$ cat src/rtl/branch_resolve_unit.sv
`default_nettype none
// ============================================================================
// Module   : branch_resolve_unit
// Purpose  : In-order queue of in-flight 2-bit branch predictions. Retires
//            the oldest entry against the execute outcome, produces the
//            pattern-table counter update, and flushes/redirects fetch on a
//            misprediction.
// Revision : 1.0 - initial release
// ============================================================================
module branch_resolve_unit #(
    parameter int DEPTH  = 8,
    parameter int ADDR_W = 32,
    parameter int IDX_W  = 6
) (
    input  logic              clk,
    input  logic              rst,
    input  logic              pred_valid,
    output logic              pred_ready,
    input  logic [ADDR_W-1:0] pred_pc,
    input  logic              pred_taken,
    input  logic [1:0]        pred_state,
    input  logic [ADDR_W-1:0] pred_target,
    input  logic              res_valid,
    output logic              res_ready,
    input  logic              res_taken,
    input  logic [ADDR_W-1:0] res_target,
    output logic              upd_valid,
    output logic [IDX_W-1:0]  upd_idx,
    output logic [1:0]        upd_state,
    output logic              flush,
    output logic [ADDR_W-1:0] redirect_pc,
    output logic [15:0]       mispredict_cnt
);

    localparam int PTR_W = $clog2(DEPTH);
    localparam int CNT_W = PTR_W + 1;

    localparam logic [CNT_W-1:0]  c_full     = CNT_W'(DEPTH);
    localparam logic [CNT_W-1:0]  c_cnt_one  = CNT_W'(1);
    localparam logic [PTR_W-1:0]  c_ptr_one  = PTR_W'(1);
    localparam logic [ADDR_W-1:0] c_pc_step  = ADDR_W'(4);
    localparam logic [15:0]       c_miss_max = 16'hFFFF;

    // Counter encoding: strongly taken = 00 ... strongly not-taken = 11
    localparam logic [1:0] c_st  = 2'b00;
    localparam logic [1:0] c_t   = 2'b01;
    localparam logic [1:0] c_nt  = 2'b10;
    localparam logic [1:0] c_snt = 2'b11;

    logic [ADDR_W-1:0] r_pc_mem    [DEPTH];
    logic              r_taken_mem [DEPTH];
    logic [1:0]        r_state_mem [DEPTH];
    logic [ADDR_W-1:0] r_tgt_mem   [DEPTH];

    logic [PTR_W-1:0]  r_wptr;
    logic [PTR_W-1:0]  r_rptr;
    logic [CNT_W-1:0]  r_count;

    logic              r_upd_valid;
    logic [IDX_W-1:0]  r_upd_idx;
    logic [1:0]        r_upd_state;
    logic              r_flush;
    logic [ADDR_W-1:0] r_redirect_pc;
    logic [15:0]       r_mispredict_cnt;

    logic              w_pred_ready;
    logic              w_res_ready;
    logic              w_fire;
    logic              w_push;
    logic              w_mispredict;
    logic [ADDR_W-1:0] w_head_pc;
    logic              w_head_taken;
    logic [1:0]        w_head_state;
    logic [ADDR_W-1:0] w_head_target;
    logic [1:0]        w_next_state;
    logic [ADDR_W-1:0] w_redirect;

    // Handshakes depend only on registered state, never on same-cycle resolution
    assign w_pred_ready = (r_count != c_full) && !r_flush;
    assign w_res_ready  = (r_count != '0);
    assign w_fire       = res_valid && w_res_ready;

    assign w_head_pc     = r_pc_mem[r_rptr];
    assign w_head_taken  = r_taken_mem[r_rptr];
    assign w_head_state  = r_state_mem[r_rptr];
    assign w_head_target = r_tgt_mem[r_rptr];

    // A taken/taken pair still mispredicts if the target was wrong
    assign w_mispredict = w_fire &&
                          ((w_head_taken != res_taken) ||
                           (w_head_taken && res_taken && (w_head_target != res_target)));

    // An allocation racing a mispredict belongs to the wrong path and is dropped
    assign w_push     = pred_valid && w_pred_ready && !w_mispredict;
    assign w_redirect = res_taken ? res_target : (w_head_pc + c_pc_step);

    // Saturating 2-bit counter transition for the retiring entry
    always_comb begin
        w_next_state = c_snt;
        case (w_head_state)
            c_st:       w_next_state = res_taken ? c_st : c_t;
            c_t, c_nt:  w_next_state = res_taken ? c_st : c_snt;
            default:    w_next_state = res_taken ? c_nt : c_snt;
        endcase
    end

    // Entry storage write; contents survive reset, only pointers are cleared
    always_ff @(posedge clk) begin
        if (w_push) begin
            r_pc_mem[r_wptr]    <= pred_pc;
            r_taken_mem[r_wptr] <= pred_taken;
            r_state_mem[r_wptr] <= pred_state;
            r_tgt_mem[r_wptr]   <= pred_target;
        end
    end

    // Queue pointers and occupancy; a mispredict discards every entry
    always_ff @(posedge clk) begin
        if (rst || w_mispredict) begin
            r_wptr  <= '0;
            r_rptr  <= '0;
            r_count <= '0;
        end else begin
            if (w_push) r_wptr <= r_wptr + c_ptr_one;
            if (w_fire) r_rptr <= r_rptr + c_ptr_one;
            case ({w_push, w_fire})
                2'b10:   r_count <= r_count + c_cnt_one;
                2'b01:   r_count <= r_count - c_cnt_one;
                default: r_count <= r_count;
            endcase
        end
    end

    // Registered table update, flush/redirect and mispredict statistics
    always_ff @(posedge clk) begin
        if (rst) begin
            r_upd_valid      <= 1'b0;
            r_upd_idx        <= '0;
            r_upd_state      <= '0;
            r_flush          <= 1'b0;
            r_redirect_pc    <= '0;
            r_mispredict_cnt <= '0;
        end else begin
            r_upd_valid <= w_fire;
            r_flush     <= w_mispredict;
            if (w_fire) begin
                r_upd_idx   <= w_head_pc[IDX_W+1:2];
                r_upd_state <= w_next_state;
            end
            if (w_mispredict) begin
                r_redirect_pc <= w_redirect;
                if (r_mispredict_cnt != c_miss_max) begin
                    r_mispredict_cnt <= r_mispredict_cnt + 16'd1;
                end
            end
        end
    end

    assign pred_ready     = w_pred_ready;
    assign res_ready      = w_res_ready;
    assign upd_valid      = r_upd_valid;
    assign upd_idx        = r_upd_idx;
    assign upd_state      = r_upd_state;
    assign flush          = r_flush;
    assign redirect_pc    = r_redirect_pc;
    assign mispredict_cnt = r_mispredict_cnt;

endmodule
`default_nettype wire

$ cat config.mk
export PLATFORM = sky130hd
export DESIGN_NAME = branch_resolve_unit
export DESIGN_NICKNAME = d
export VERILOG_FILES = /design/src/rtl/branch_resolve_unit.sv
export SDC_FILE = /design/constraint.sdc
export NUM_CORES = 1
export LEC_CHECK = 0
export BUFFER_PORTS_ARGS = -buffer_cell sky130_fd_sc_hd__buf_4
export CORE_ASPECT_RATIO = 1.5
export CORE_MARGIN = 8
export CORE_UTILIZATION = 45
export DETAILED_ROUTE_END_ITERATION = 8
export PLACE_DENSITY = 0.65
export RECOVER_POWER = 25
export SETUP_SLACK_MARGIN = 0.02
export SYNTH_ARGS = -nofsm -noshare
export SYNTH_HDL_FRONTEND = slang
export SYNTH_SLANG_ARGS = --single-unit
$ cat constraint.sdc
create_clock -name clk -period 15.3 [get_ports clk]
set_input_delay 2.295 -clock clk [delete_from_list [all_inputs] [get_ports clk]]
set_output_delay 2.295 -clock clk [all_outputs]
set_load 0.1 [all_outputs]
==> results.md, run 1 <==
- Met2 usage: between 30% and 40%
- Port bufs: 163
- Worst setup margin: 8.908 ns
- Post-synthesis net count: approximately 1,400
- Post-Syn Instances: approximately 1,300
- Antenna violations before repair: 3
- Synth Register Bits: approximately 610
- Share of layout cells above drive strength 1: around a quarter
- Clock skew: roughly 0.020 ns
- RSZ-0062 raised after global routing: no
- Grt met3 use: 3.534%
- Pre-CTS WS: 8.730 ns
- Synthesized area: between 20,000 and 25,000 um2
- Core Area: between 50,000 and 60,000 um2
- Initial drt markers: about 850
- Placed inst area: roughly 26,000 um2
- Residual DRC: 0
- First-pass GRT wire length: ~84,000 um
- Final TNS setup: 0 ns
- Outcome: completed
- Final hold vios: 0
- CP arrival: approximately 6.6 ns
- Cts hold-fix bufs: 0
- Cts bufs inserted: 54
- Crit start category: register
- Tightest Hold Check Type: reg -> reg
- Fin area: 27,850 um2
- Crit end category: register
- GRT Overall Usage: 18.34%
- Vias: 12,570
- P per Cell Area: around 180 nW/um2
- Share of the synthesized area in the top cell type: approximately 67%
- Layout area overhead: 15.10%
- Seq/Total Area, Yosys: between 70% and 80%
- Clock period minus worst slack: approximately 6.4 ns
- Global Route met1 Usage: 23.69%
- Die X: slightly above 200 um
- DIE AREA: just over 60,000 um2
- Pin count of the biggest net entering global routing: 80
- Crit share post-route: 41.78%
- HPWL after detailed placement: between 30,000 and 40,000 um
- GRT busiest layer: met2
- Synth cell count leaders: edfxtp_1, mux4_2, nor2_1
- DRT Pass-1 Iters: 5
- Main synth FF type: edfxtp_1
- Max FO, Critical Path: 45
- # resized after CTS: 0
- Leading area contributor after synthesis: edfxtp_1
- Postcts setup bufs: 0
- FMAX: roughly 160 MHz
- Syn Area/Cell: 18.57 um2
- VDD IR max: 237.5 uV
- Worst slew margin: between 30% and 40%
- Max-slew violations: 0
- Leak: 9.114 nW
- Hold_ws: 0.5007 ns
- Total grt overflow: 0
- Worst skew pair latency: 0.59 ns
- Dominant cell by count in the synthesized netlist: edfxtp_1
- Final Setup Violations: 0
- CTS tree: yes
- H-tree lvl count: 2
- Yosys warns: 0
- Clock slew at reported path FFs: 0.07 ns
- Fill cells: 4,196
- Clk buf depth: 3
- WP data required: roughly 16 ns
- Worst-Margin Slew: 1.019 ns
- Nets: approximately 1,600
- Starting Density: between 40% and 50%
- CTS sink count: about 610
- Routed Antenna Nets: 0
- Vias in the first global route: 13,010
- Ports: 164
- Die Y: 300.0 um
- EDFF count, synth: ~540
- WL per Instance: around 26 um
- Clk root buf: clkbuf_16
- Ranking of synthesized cells by area: edfxtp_1, mux4_2, dfxtp_1, mux2i_1, xnor2_1
- Placer Congestion: 0.7933
- Via density per instance: approximately 5.7
- CP Class: reg -> reg
- Row count: 104
- Ys async rst share: 0%
- Routed wire length: around 57,000 um
- Max Cap Viol: 0
- Yosys cell types: 57
- HP Start: redirect_pc[24]$_SDFFE_PP0P_
logic make-up (layout without fill, tap and decap cells):
kind of cell,Yosys count,after routing,share of synthesized area [%]
fa+ha+maj,9,9,0.4653
xor+xnor,71,71,2.570
flops,607,607,72.39
mux,217,217,15.64
compound gates,88,88,2.549
buf+inv,69,293,1.536
other cells,0,2,0
simple gates,242,242,4.855
layout make-up:
| cell class | instances | area (um2) | share of cell area (%) |
|---|---|---|---|
| Clock buffer | 66 | 1418 | 5.089 |
| Multi-Input combinational cell | 627 | 6365 | 22.85 |
| Tap cell | 689 | 862.1 | 3.095 |
| Clock inverter | 35 | 420.4 | 1.509 |
| Timing Repair Buffer | 186 | 1236 | 4.438 |
| Sequential cell | 607 | 17530 | 62.92 |
| Antenna cell | 2 | 5.005 | 0.01797 |
| Inverter | 6 | 22.52 | 0.08086 |
metal layers:
metal	wire length (um)	up-vias
li1	-	5586
met1	23280	6480
met2	28650	418
met3	3662	87
met4	1564	0
met5	0	-
placed cells by master, fill, tap and decap left out, types with 3 or more instances in the layout:
master and instances:
a22o_1 3, nor3_1 9, clkbuf_16 55, dfxtp_1 68, xnor2_1 50, clkbuf_1 57
ha_1 9, nor2b_1 10, and2_1 7, nand3_1 18, nand2_1 54, nand4_1 4
nor2_1 86, edfxtp_1 536, nor3b_1 4, mux4_2 128, nand2b_1 5, mux2_2 7
clkinv_2 9, a21oi_1 14, a22oi_1 3, a211oi_1 17, o21ai_1 3, or3_1 3
nor4_1 12, o2111ai_1 4, buf_4 139, inv_1 5, and3_1 8, mux2i_1 80
o21ai_0 16, clkinv_1 10, bufinv_16 9, xor2_1 21, a311oi_1 15
path summary, 6_finish.rpt:
kind	to	slack, ns	depth (start not counted)
setup / recovery	r_tgt_mem[5][14]$_DFFE_PP_	8.91	12
hold / removal	redirect_pc[24]$_SDFFE_PP0P_	0.50	2
setup reg to reg	r_tgt_mem[5][14]$_DFFE_PP_	8.91	12
hold reg to reg	redirect_pc[24]$_SDFFE_PP0P_	0.50	2
per-stage QoR:
step | utilization, % | total power, W | instances
finish | 52.08 | 0.004896 | 2218
detailed placement | 48.96 | 0.003558 | 2115
global placement | 48.96 | 0.003543 | 2115
floorplan | - | 0.003194 | 1303
global route | 52.07 | 0.005090 | 2216
CTS | 52.40 | 0.004949 | 2216
where the power goes:
group          switching (W)  internal [W]
clock network       0.000582      0.000813
logic               0.000911      0.000484
registers           0.000103       0.00200
worst max-delay path: stages, from the launching register on:
cell and delay (ns):
dfxtp_4 0.56, buf_4 0.52, buf_4 0.69, mux4_2 0.58, mux2i_1 0.32, xor2_1 0.21, nand3_1 0.08, or4b_1 0.55
nor4_4 0.59, o211ai_1 0.45, nor3b_2 0.26, buf_4 0.48, buf_4 0.65
state kept, by name, indices dropped and copies added, names as in the netlist, named ones only:
name,cells
flush,1
mispredict_cnt,16
r_count,4
r_pc_mem,256
r_rptr,3
r_state_mem,16
r_taken_mem,8
r_tgt_mem,256
r_wptr,3
redirect_pc,32
upd_idx,6
upd_state,2
upd_valid,1
(Power assumes the default switching activity.)
==> run 2: changes to the inputs <==
--- a/config.mk
+++ b/config.mk
@@ -5,6 +5,7 @@
 export SDC_FILE = /design/constraint.sdc
 export NUM_CORES = 1
 export LEC_CHECK = 0
+export ABC_AREA = 1
 export BUFFER_PORTS_ARGS = -buffer_cell sky130_fd_sc_hd__buf_4
 export CORE_ASPECT_RATIO = 1.5
 export CORE_MARGIN = 8
==> constraint.sdc (replaced) <==
create_clock -name clk -period 6.41 [get_ports clk]
set_input_delay 0.9615 -clock clk [delete_from_list [all_inputs] [get_ports clk]]
set_output_delay 0.9615 -clock clk [all_outputs]
set_load 0.1 [all_outputs]
==> run 2 against run 1 <==
Net effect: combinational power grew to 3.1 times the previous value; routed wire length grew 27%; register-to-register slack got worse by 7.3 ns; maximum frequency up 32%; critical endpoint is now r_pc_mem[4][16]$_DFFE_PP_; largest cell class unchanged; highest routed layer is now met5.
==> results.md, run 2 <==
- Post-synthesis xor/xnor area fraction: 0.4353% (-2.1 points)
- Most common cell on crit path: nand2_1
- Crit share post-route: 75.31% (+34 points)
- Vias in the first global route: 18,460 (+42%)
- First-pass GRT wire length: 109,200 um (+30%)
- Critical Path Sink: r_pc_mem[4][16]$_DFFE_PP_
- CTS sink count: 607 (unchanged)
- Post-synthesis net count: 2,640 (+86%)
- Clock period minus worst slack: 4.827 ns (-1.564 ns)
- Dominant cell by count in the synthesized netlist: nand2_1
- Total grt overflow: 0 (unchanged)
- Max FO, Critical Path: 44 (-2.2%)
- Worst hold path depth: 2 (unchanged)
- Residual DRC: 0 (unchanged)
- Seq/Total Area, Yosys: 66.97% (-5.4 points)
- Pre-CTS WS: 1.584 ns (-7.146 ns)
- Cts hold-fix bufs: 0 (unchanged)
- WP data required: 6.68 ns (-8.83 ns)
- Cts bufs inserted: 56 (+3.7%)
- Post-Syn Instances: 2,527 (+94%)
- Synth Area in Compound Gates: 6.587% (+4.0 points)
- Yosys warns: 0 (unchanged)
- Worst skew pair latency: 0.62 ns (+0.03 ns)
- Sequential Power Share: 39.1% (-3.9 points)
- Postcts setup bufs: 0 (unchanged)
- Layout area overhead: 13.41%
- DRT Pass-1 Iters: 6 (+1)
- RSZ-0062 raised after global routing: no
- Internal power: 0.007751 W (+130%)
- Row count: 108 (+3.8%)
- Routed wire length: 72,340 um (+27%)
- Worst setup margin: 1.583 ns (-7.326 ns)
- Leading area contributor after synthesis: edfxtp_1
- Share of layout cells above drive strength 1: 10.07% (-14 points)
- Die X: 212.9 um (+3.7%)
- Crit end category: register
- Clk buf depth: 3 (unchanged)
- Port bufs: 163 (unchanged)
- Placer Congestion: 0.8766 (+11%)
- Slowest Stage Delay on Critical Path: 0.73 ns (+0.04 ns)
- Switch share: 38.85% (+6.3 points)
- Largest family of logic cells by synthesized area: simple AND/OR/NAND/NOR gates
- Commonest non-fill, non-tap cell in the layout: nand2_1
- Max Cap Viol: 0 (unchanged)
- R2R Path End: r_pc_mem[4][16]$_DFFE_PP_
- VDD IR max: 565.2 uV (+140%)
- Clk network pwr share: 26.4% (-2.1 points)
- CP arrival: 5.09 ns (-1.52 ns)
- Final core utilization: 51.41% (-0.67 points)
- Critical path cell sequence: buf_4 > nor2_1 > nand2_1 > nand3_1 > nand2_1 > nand2_1 > nand2_1 > nand2_1 > nor2_1 > nand2_1 > nor2_1 > nand2_1 > nand2_1 > nand2_4 > nand2_2 > nand3_1 > nor2_4 > buf_4
- DIE AREA: 66,250 um2 (+7.5%)
- Outcome: completed
- # resized after CTS: 0 (unchanged)
- Yosys cell types: 44 (-23%)
- Combinational Power Share: 34.5% (+6.0 points)
- Placed Cells incl. Taps: 3,366 (+59%)
- Antenna violations before repair: 4 (+1)
- Simple-gate share of the synthesized area: 19.48% (+15 points)
- Post-Layout Cell Count: 3,474 (+57%)
- Leak: 11.55 nW (+27%)
- EDFF count, synth: 536 (unchanged)
- Crit start category: register
- Clk root buf: clkbuf_16
- Hold_ws: 0.4493 ns (-0.05144 ns)
- H-tree lvl count: 2 (unchanged)
- R2R Setup Slk: 1.58 ns (-7.33 ns)
- Main synth FF type: edfxtp_1
- Core Area: 57,700 um2 (+7.9%)
- Worst slew margin: 28.24% (-3.9 points)
- Final Setup Violations: 0 (unchanged)
- Syn Area/Cell: 10.35 um2 (-44%)
- Final hold vios: 0 (unchanged)
- Die Y: 311.3 um (+3.8%)
- WL per Instance: 20.82 um (-19%)
- Synth cell count leaders: nand2_1, edfxtp_1, nor2_1
- GRT Overall Usage: 21.48% (+3.1 points)
- Ys async rst share: 0% (unchanged)
- CP Class: reg -> reg
- Synth Register Bits: 607 (unchanged)
- Vias: 18,780 (+49%)
- Clock skew: 0.01456 ns (-0.005285 ns)
- CTS tree: yes
- Ports: 164 (unchanged)
- Routed Antenna Nets: 0 (unchanged)
- HPWL after detailed placement: 45,170 um (+23%)
- P per Cell Area: 427.3 nW/um2 (+140%)
- Worst path slowest cell: dfxtp_4
- Sw power: 0.004924 W (+210%)
- Worst-Margin Slew: 1.076 ns (+0.05779 ns)
- Initial drt markers: 1,797 (+110%)
- Multiplexer area fraction after synthesis: 0% (-16 points)
- FMAX: 207.2 MHz (+32%)
- Tightest Hold Check Type: reg -> reg
- Synth Area in Adders: 0.4305% (-0.035 points)
- Most frequent cells in the layout: nand2_1, edfxtp_1, nor2_1, nand3_1, inv_1
- Max-slew violations: 0 (unchanged)
- Via density per instance: 5.404 (-4.6%)
- Synthesized area: 26,160 um2 (+8.1%)
- Starting Density: 45.33% (+0.083 points)
- R2R cell count: 18 (+6)
- Share of the synthesized area in the top cell type: 61.54% (-5.0 points)
- Pin count of the biggest net entering global routing: 195 (+140%)
- Final TNS setup: 0 ns (unchanged)
- Ranking of synthesized cells by area: edfxtp_1, nand2_1, dfxtp_1, nand3_1, nor2_1
- Clock slew at reported path FFs: 0.06 ns (about the same)
- Nets: 2,767 (+73%)
[run 2: cell types whose count changed after synthesis, moves of 32 or more]
cell and change:
inv_1 +213, o22ai_1 +59, nand3_1 +204, nor2_1 +193, nand2_1 +629, buf_2 +32
o21ai_1 +46, mux2i_1 -80, mux4_2 -128, xnor2_1 -47, o21ai_0 +154
[run 2: power by group through the flow]
stage	sequential (W)	clock, W	combinational, W
6_report	0.00495	0.00335	0.00437
5_1_grt	0.00499	0.00354	0.00480
4_1_cts	0.00495	0.00341	0.00440
3_5_place_dp	0.00503	0	0.00438
3_3_place_gp	0.00502	0	0.00430
2_1_floorplan	0.00562	0	0.00264
[run 2: final cells by class]
cell class,count,area [um2]
Clock inverter,30,301.5
Timing Repair Buffer,190,1383
Fill cell,5142,28040
Clock buffer,76,1536
Antenna cell,2,5.005
Sequential cell,607,17530
Multi-Input combinational cell,1576,7106
Tap cell,770,963.4
Inverter,223,844.6
[run 2: how the worst min path moves through the flow]
| stage | from | endpoint |
|---|---|---|
| after floorplan | r_rptr[2]$_SDFFE_PP0P_ | register |
| after global placement | redirect_pc[10]$_SDFFE_PP0P_ | redirect_pc[10]$_SDFFE_PP0P_ |
| after detailed placement | redirect_pc[12]$_SDFFE_PP0P_ | redirect_pc[12]$_SDFFE_PP0P_ |
| after CTS | redirect_pc[12]$_SDFFE_PP0P_ | redirect_pc[12]$_SDFFE_PP0P_ |
| after global routing | redirect_pc[10]$_SDFFE_PP0P_ | redirect_pc[10]$_SDFFE_PP0P_ |
| final | redirect_pc[12]$_SDFFE_PP0P_ | redirect_pc[12]$_SDFFE_PP0P_ |
[run 2: kinds of logic after synthesis]
kind of cell | count (synthesis)
and+or+nand+nor | 1239
buffers and inverters | 344
AOI/OAI and AO/OA | 315
DFF | 607
xor gates and xnor gates | 13
adders and majority gates | 9
[run 2: per-layer routing]
metal | global-route usage, % | up-vias | share of wire (%)
li1 | - | 8791 | -
met1 | 26.07 | 9100 | 39
met2 | 37.23 | 723 | 50
met3 | 3.196 | 159 | 6.5
met4 | 9.635 | 2 | 4.4
met5 | 0 | - | 0.012
[run 2: per-stage QoR]
| step | cell area [um2] | power [W] |
|---|---|---|
| after CTS | 29830 | 0.01276 |
| after detailed placement | 27990 | 0.009413 |
| after floorplan | 26160 | 0.008261 |
| final | 29660 | 0.01268 |
| after global routing | 29660 | 0.01333 |
| after global placement | 27990 | 0.009325 |
[run 2: worst max-delay path, delay by kind of cell (launching register included)]
kind                   cells  cell delay (ns)
buffers and inverters      2             1.00
flip-flops                 1             0.73
AND/OR/NAND/NOR           16             2.61
